## src/rtl/reorder_buffer_mp.sv

```systemverilog
// Parametrised in-order reorder buffer: one dispatch per cycle, N_CDB write-back channels, in-order commit and mispredict rollback.
// Define ROB_PERF_EN to add saturating commit/rollback counters on perf_commit_o/perf_rollback_o.
module reorder_buffer_mp #(
  parameter int unsigned DEPTH       = 16,
  parameter int unsigned ID_W        = $clog2(DEPTH) + 1,
  parameter int unsigned DATA_W      = 32,
  parameter int unsigned ADDR_W      = 32,
  parameter int unsigned REG_W       = 5,
  parameter int unsigned N_CDB       = 2,
  parameter int unsigned FULL_MARGIN = 2
) (
  input  logic                    clk,
  input  logic                    rst,
  input  logic                    rdy,
  input  logic                    alloc_en_i,
  input  logic [REG_W-1:0]        alloc_rd_i,
  output logic [ID_W-1:0]         alloc_id_o,
  output logic                    full_o,
  output logic                    empty_o,
  input  logic [ID_W-1:0]         q1_i,
  input  logic [ID_W-1:0]         q2_i,
  output logic                    q1_ready_o,
  output logic                    q2_ready_o,
  output logic [DATA_W-1:0]       q1_data_o,
  output logic [DATA_W-1:0]       q2_data_o,
  input  logic [N_CDB-1:0]        cdb_valid_i,
  input  logic [N_CDB*ID_W-1:0]   cdb_id_i,
  input  logic [N_CDB*DATA_W-1:0] cdb_data_i,
  input  logic [N_CDB-1:0]        cdb_jump_i,
  input  logic [N_CDB*ADDR_W-1:0] cdb_tpc_i,
  input  logic [ID_W-1:0]         store_id_i,
  output logic                    commit_o,
  output logic [REG_W-1:0]        commit_rd_o,
  output logic [ID_W-1:0]         commit_id_o,
  output logic [DATA_W-1:0]       commit_data_o,
  output logic                    rollback_o,
`ifdef ROB_PERF_EN
  output logic [31:0]             perf_commit_o,
  output logic [31:0]             perf_rollback_o,
`endif
  output logic [ADDR_W-1:0]       rollback_pc_o
);

  localparam int unsigned PTR_W = $clog2(DEPTH);
  localparam logic [ID_W-1:0] DEPTH_C  = ID_W'(DEPTH);
  localparam logic [ID_W-1:0] MARGIN_C = ID_W'(FULL_MARGIN);

  logic              busy_q  [DEPTH];
  logic              busy_d  [DEPTH];
  logic              ready_q [DEPTH];
  logic              ready_d [DEPTH];
  logic              jump_q  [DEPTH];
  logic              jump_d  [DEPTH];
  logic [REG_W-1:0]  rd_q    [DEPTH];
  logic [REG_W-1:0]  rd_d    [DEPTH];
  logic [DATA_W-1:0] data_q  [DEPTH];
  logic [DATA_W-1:0] data_d  [DEPTH];
  logic [ADDR_W-1:0] tpc_q   [DEPTH];
  logic [ADDR_W-1:0] tpc_d   [DEPTH];

  logic [PTR_W-1:0]  head_q, head_d, tail_q, tail_d, widx, sidx;
  logic [ID_W-1:0]   count_q, count_d, wid;
  logic              commit_q, commit_d, rollback_q, rollback_d;
  logic [REG_W-1:0]  commit_rd_q, commit_rd_d;
  logic [ID_W-1:0]   commit_id_q, commit_id_d;
  logic [DATA_W-1:0] commit_data_q, commit_data_d;
  logic [ADDR_W-1:0] rollback_pc_q, rollback_pc_d;
  logic              do_commit, do_alloc;

  assign alloc_id_o    = ID_W'(tail_q) + ID_W'(1);
  assign empty_o       = (count_q == '0);
  assign full_o        = ((DEPTH_C - count_q) <= MARGIN_C);
  assign commit_o      = commit_q;
  assign commit_rd_o   = commit_rd_q;
  assign commit_id_o   = commit_id_q;
  assign commit_data_o = commit_data_q;
  assign rollback_o    = rollback_q;
  assign rollback_pc_o = rollback_pc_q;

  // Stored result, overridden by a matching CDB channel this cycle (later channel wins).
  function automatic logic [DATA_W:0] lookup(input logic [ID_W-1:0] tag);
    logic [DATA_W:0] r;
    r = '0;
    if (tag != '0) begin
      r = {ready_q[PTR_W'(tag - ID_W'(1))], data_q[PTR_W'(tag - ID_W'(1))]};
      for (int unsigned k = 0; k < N_CDB; k++)
        if (cdb_valid_i[k] && cdb_id_i[k*ID_W +: ID_W] == tag)
          r = {1'b1, cdb_data_i[k*DATA_W +: DATA_W]};
    end
    return r;
  endfunction

  always_comb begin
    {q1_ready_o, q1_data_o} = lookup(q1_i);
    {q2_ready_o, q2_data_o} = lookup(q2_i);
  end

  always_comb begin
    busy_d = busy_q;  ready_d = ready_q;  jump_d = jump_q;
    rd_d   = rd_q;    data_d  = data_q;   tpc_d  = tpc_q;
    head_d = head_q;  tail_d  = tail_q;   count_d = count_q;
    commit_d      = 1'b0;
    rollback_d    = 1'b0;
    commit_rd_d   = commit_rd_q;
    commit_id_d   = commit_id_q;
    commit_data_d = commit_data_q;
    rollback_pc_d = rollback_pc_q;
    do_commit     = 1'b0;
    do_alloc      = 1'b0;
    widx          = '0;
    wid           = '0;
    sidx          = PTR_W'(store_id_i - ID_W'(1));
    if (rollback_q) begin
      busy_d  = '{default: '0};
      ready_d = '{default: '0};
      jump_d  = '{default: '0};
      head_d  = '0;
      tail_d  = '0;
      count_d = '0;
    end else begin
      do_commit = busy_q[head_q] && ready_q[head_q];
      do_alloc  = alloc_en_i && (count_q != DEPTH_C);
      for (int unsigned k = 0; k < N_CDB; k++) begin
        wid  = cdb_id_i[k*ID_W +: ID_W];
        widx = PTR_W'(wid - ID_W'(1));
        if (cdb_valid_i[k] && wid != '0 && busy_q[widx]) begin
          ready_d[widx] = 1'b1;
          data_d[widx]  = cdb_data_i[k*DATA_W +: DATA_W];
          jump_d[widx]  = cdb_jump_i[k];
          tpc_d[widx]   = cdb_tpc_i[k*ADDR_W +: ADDR_W];
        end
      end
      if (store_id_i != '0 && busy_q[sidx])
        ready_d[sidx] = 1'b1;
      if (do_commit) begin
        commit_d       = 1'b1;
        commit_rd_d    = rd_q[head_q];
        commit_id_d    = ID_W'(head_q) + ID_W'(1);
        commit_data_d  = data_q[head_q];
        busy_d[head_q] = 1'b0;
        head_d         = head_q + PTR_W'(1);
        if (jump_q[head_q]) begin
          rollback_d    = 1'b1;
          rollback_pc_d = tpc_q[head_q];
        end
      end
      if (do_alloc) begin
        busy_d[tail_q]  = 1'b1;
        ready_d[tail_q] = 1'b0;
        rd_d[tail_q]    = alloc_rd_i;
        data_d[tail_q]  = '0;
        jump_d[tail_q]  = 1'b0;
        tpc_d[tail_q]   = '0;
        tail_d          = tail_q + PTR_W'(1);
      end
      if (do_alloc && !do_commit)      count_d = count_q + ID_W'(1);
      else if (!do_alloc && do_commit) count_d = count_q - ID_W'(1);
    end
  end

  always_ff @(posedge clk or negedge rst) begin
    if (!rst) begin
      busy_q  <= '{default: '0};
      ready_q <= '{default: '0};
      jump_q  <= '{default: '0};
      rd_q    <= '{default: '0};
      data_q  <= '{default: '0};
      tpc_q   <= '{default: '0};
      head_q  <= '0;
      tail_q  <= '0;
      count_q <= '0;
      commit_q      <= 1'b0;
      rollback_q    <= 1'b0;
      commit_rd_q   <= '0;
      commit_id_q   <= '0;
      commit_data_q <= '0;
      rollback_pc_q <= '0;
    end else if (rdy) begin
      busy_q  <= busy_d;
      ready_q <= ready_d;
      jump_q  <= jump_d;
      rd_q    <= rd_d;
      data_q  <= data_d;
      tpc_q   <= tpc_d;
      head_q  <= head_d;
      tail_q  <= tail_d;
      count_q <= count_d;
      commit_q      <= commit_d;
      rollback_q    <= rollback_d;
      commit_rd_q   <= commit_rd_d;
      commit_id_q   <= commit_id_d;
      commit_data_q <= commit_data_d;
      rollback_pc_q <= rollback_pc_d;
    end
  end

`ifdef ROB_PERF_EN
  logic [31:0] perf_commit_q, perf_rollback_q;

  always_ff @(posedge clk or negedge rst) begin
    if (!rst) begin
      perf_commit_q   <= '0;
      perf_rollback_q <= '0;
    end else if (rdy) begin
      if (commit_d && perf_commit_q != '1)     perf_commit_q   <= perf_commit_q + 32'd1;
      if (rollback_d && perf_rollback_q != '1) perf_rollback_q <= perf_rollback_q + 32'd1;
    end
  end

  assign perf_commit_o   = perf_commit_q;
  assign perf_rollback_o = perf_rollback_q;
`endif

endmodule

```

## config.mk

```make
export PLATFORM = sky130hd
export DESIGN_NAME = reorder_buffer_mp
export DESIGN_NICKNAME = d
export VERILOG_FILES = /design/src/rtl/reorder_buffer_mp.sv
export SDC_FILE = /design/constraint.sdc
export NUM_CORES = 2
export LEC_CHECK = 0
export ABC_CLOCK_PERIOD_IN_PS = 3800
export CAP_MARGIN = 20
export CORE_ASPECT_RATIO = 0.7
export CORE_MARGIN = 5
export CORE_UTILIZATION = 45
export CTS_CLUSTER_SIZE = 14
export DETAILED_ROUTE_END_ITERATION = 8
export REMOVE_ABC_BUFFERS = 1
export SLEW_MARGIN = 20
export SYNTH_ARGS = -nofsm -noshare
export SYNTH_HDL_FRONTEND = slang
export SYNTH_SLANG_ARGS = --single-unit
export TNS_END_PERCENT = 20
```

## constraint.sdc

```tcl
create_clock -name clk -period 3.8 [get_ports clk]
set_input_delay 0.38 -clock clk [delete_from_list [all_inputs] [get_ports clk]]
set_output_delay 0.38 -clock clk [all_outputs]
set_load 0.01 [all_outputs]
```

==> metrics.cfg <==
[detailed_routing]
vias=74300
firstDrtPassIters=7
drc_errors=0
ant_nets=0
routed_via_density=7.84
drt_iter0_markers=13600
wl_per_cell_microns=38.7
drt_wl_total_microns=367000

[sta]
timing.final.crit_period_ps=3800
fin_crit_sh=1.00
setup_slack_ps=-4.18
max_freq_mhz=263
hold_viol=0
finalSetupViolations=1
setup_tns_ps=-4.18
worstMarginPinSlew_ps=1150
fin_worst_skew_ps=43.0
slew_headroom=0.233
rsz0062_at_grt=yes
slew_violations=0

[worst_setup_path]
max_stage_delay_ps=580
crit_slowest_cell=clkdlybuf4s50_1
timing.critical_path.mode_cell=buf_12
worstSetupStartpointType=primary input
path_max_fanout=28
crit_path_cell_trace=clkdlybuf4s50_1 -> inv_1 -> ha_4 -> buf_12 -> buf_12 -> buf_12 -> mux4_2 -> nor2b_1 -> a211oi_1 -> a211oi_2 -> a21oi_1 -> a211oi_1 -> clkdlybuf4s50_1
cp.required_ps=3420
cp_data_arrival_time_ps=3420
endpoint_kind=primary output
critical_path_class=in2out

[power]
combPwrFrac=0.435
swShare=0.378
p_leak_nw=39.8
p_int_mw=40.5
vdd_drop_max_mv=0.595
p_clk_frac=0.214
p_seq_frac=0.351
p_sw_mw=24.6
p_total_mw=65.1
powerDensity_mw_per_mm2=698

[synthesis]
avgSynthCellArea_sq_um=11.1
yosysTopAreaCell=dfrtp_1
synth_seq_cells=1241
synth_warnings=0
synth_area_leaders=dfrtp_1, mux4_2, a221o_1
synth_cells=7118
synth_ff_type=dfrtp_1
seq_area_frac_synth=0.392
netlist-cell-type-count=85
syn_area_sq_mm=0.0792
yosys.area.top_type_share=0.392
synth_async_sr_flop_share=1.00
synth_edf_count=0

[die]
start_util=0.454
die_h_microns=361
ios=315
coreArea_sq_mm=0.174
die_w_microns=511
die_area_sq_mm=0.185
row_count=128

[cts]
path_clk_slew_ps=70
cts_tree=done
root_buffer=clkbuf_16
htree_levels=4
cts.path.max_buffers=3
cts_sinks=1241
numCtsBuffers=135
insertion_delay_ps=810

[cells_and_area]
drive_gt1_frac=0.228
area_delta_synth_final_pct=17.9
fin_nets=7228
design_area_sq_mm=0.0933
final_cell_count_no_fill=9478

[global_routing]
grt_pass1_wl_microns=530000
grt_max_degree=125
grt_pass1_vias=72600
globalRouteOverflowTotal=0
antenna_found_initial=21
grt.total_usage=0.384

[place]
place_hpwl_microns=216000
place_congestion=0.952
dp.cells=9215
port_buffers=314
dpl-instance-area_sq_mm=0.0883

[hold_path]
hold_path.class=in2reg

[run_status]
status=complete, but fails checks
violations=negative setup slack

[job]
max_cap_viol_count=0

## power groups by stage
stage | Clock, mW | Combinational (mW) | Sequential [mW]
detailed placement | 0 | 27.6 | 22.7
global placement | 0 | 27.1 | 22.4
CTS | 14.0 | 27.8 | 22.5
floorplan | 0 | 16.3 | 21.8
global route | 14.6 | 29.7 | 23.3
finish | 14.0 | 28.3 | 22.8
## what timing repair did
item                                    4_1_cts  5_1_grt
gates resized for setup                      23       54
buffers inserted                             12        0
hold endpoints to repair                     75        0
endpoints found under the setup margin       15       49
pin swaps                                     6        3
hold buffers                                  2        0
cloned                                        3        0
## cell usage in the layout (no fill, tap or decap), drive strengths merged, types with 9 or more instances in the layout
master and instances:
a211oi 173, a21o 14, a21oi 110, a221o 388, a222oi 129, a22o 132
a22oi 391, a311o 16, a31oi 9, and2 145, and3 19, buf 530
bufinv 12, clkbuf 190, clkdlybuf4s50 275, clkinv 24, dfrtp 1241, diode 16
dlymetal6s2s 23, ha 32, inv 243, mux2 151, mux2i 101, mux4 629
nand2 331, nand3 611, nand4 15, nor2 96, nor2b 73, nor3 85
nor4 9, o211ai 409, o21ai 103, o221ai 69, o311a 192, xnor2 11
xor2 19
## sequential cells by signal, indices dropped and copies added, names as in the netlist, 4 cells and up
name / cells
rd_q: 80
head_q: 4
data_q: 512
commit_data_o: 32
tail_q: 4
commit_rd_o: 5
busy_q: 16
jump_q: 16
ready_q: 16
rollback_pc_o: 32
commit_id_o: 5
tpc_q: 512
count_q: 5
## worst paths after layout
path | start | to | slack (ps) | cells past startpoint
max | q2_i[1] | q2_data_o[6] | -4 | 13
min | cdb_tpc_i[43] | tpc_q[203] | 130 | 3
max in group asynchronous | rst | commit_data_o[27] | 2310 | 3
min in group asynchronous | rst | commit_id_o[4] | 220 | 2
min reg2reg | tpc_q[152] | tpc_q[152] | 490 | 2
max reg2reg | head_q[1] | count_q[4] | 210 | 12
## logic make-up (layout without fill, tap and decap cells)
group	count (synthesis)	in the layout	synth area share
multiplexers	881	881	0.214
XOR/XNOR	30	30	0.00332
adder cells (fa/ha/maj)	33	33	0.00531
flip-flops	1241	1241	0.392
AND/OR/NAND/NOR	1436	1436	0.0905
buffers and inverters	1307	1311	0.0665
other	0	16	0
AO/OA/AOI/OAI	2190	2190	0.228
## final cells by class
class | count | area, sq um
antenna | 16 | 40.0
clock buffer | 190 | 3890
clock inverter | 40 | 574
fill | 14700 | 81100
inverter | 240 | 901
multi-input combinational | 4570 | 43700
sequential | 1241 | 31100
tap | 2340 | 2930
timing repair buffer | 841 | 10200
## worst max-delay path, delay by kind of cell
family                     cells  cell delay, ps
adders and majority gates      1             290
muxes                          1             220
AOI/OAI and AO/OA              4             660
and+or+nand+nor                1             120
buffers and inverters          6            1700
## metal layers
metal / wire [microns] / global-route usage
met3: 58600 / 0.159
met4: 22200 / 0.202
met5: 196 / 0.00406
met2: 152000 / 0.532
met1: 134000 / 0.515
## stage by stage
| stage | hold WS (ps) | util | setup WS, ps |
|---|---|---|---|
| 2_1_floorplan | 84.4 | - | -13390 |
| 3_3_place_gp | 441 | 0.506 | -403 |
| 3_5_place_dp | 441 | 0.506 | -387 |
| 4_1_cts | 233 | 0.534 | -16.0 |
| 5_1_grt | 134 | 0.535 | -78.6 |
| 6_report | 130 | 0.535 | -4.18 |
## cell usage after synthesis, drive strengths merged (103+ instances only)
| master | instances |
|---|---|
| dfrtp | 1241 |
| clkbuf | 785 |
| mux4 | 629 |
| nand3 | 611 |
| o211ai | 409 |
| a22oi | 391 |
| a221o | 388 |
| nand2 | 331 |
| buf | 282 |
| inv | 237 |
| o311a | 192 |
| a211oi | 173 |
| mux2 | 151 |
| and2 | 145 |
| a22o | 132 |
| a222oi | 129 |
| a21oi | 110 |
| o21ai | 103 |
Note: power is estimated with default switching activity, not from simulation.
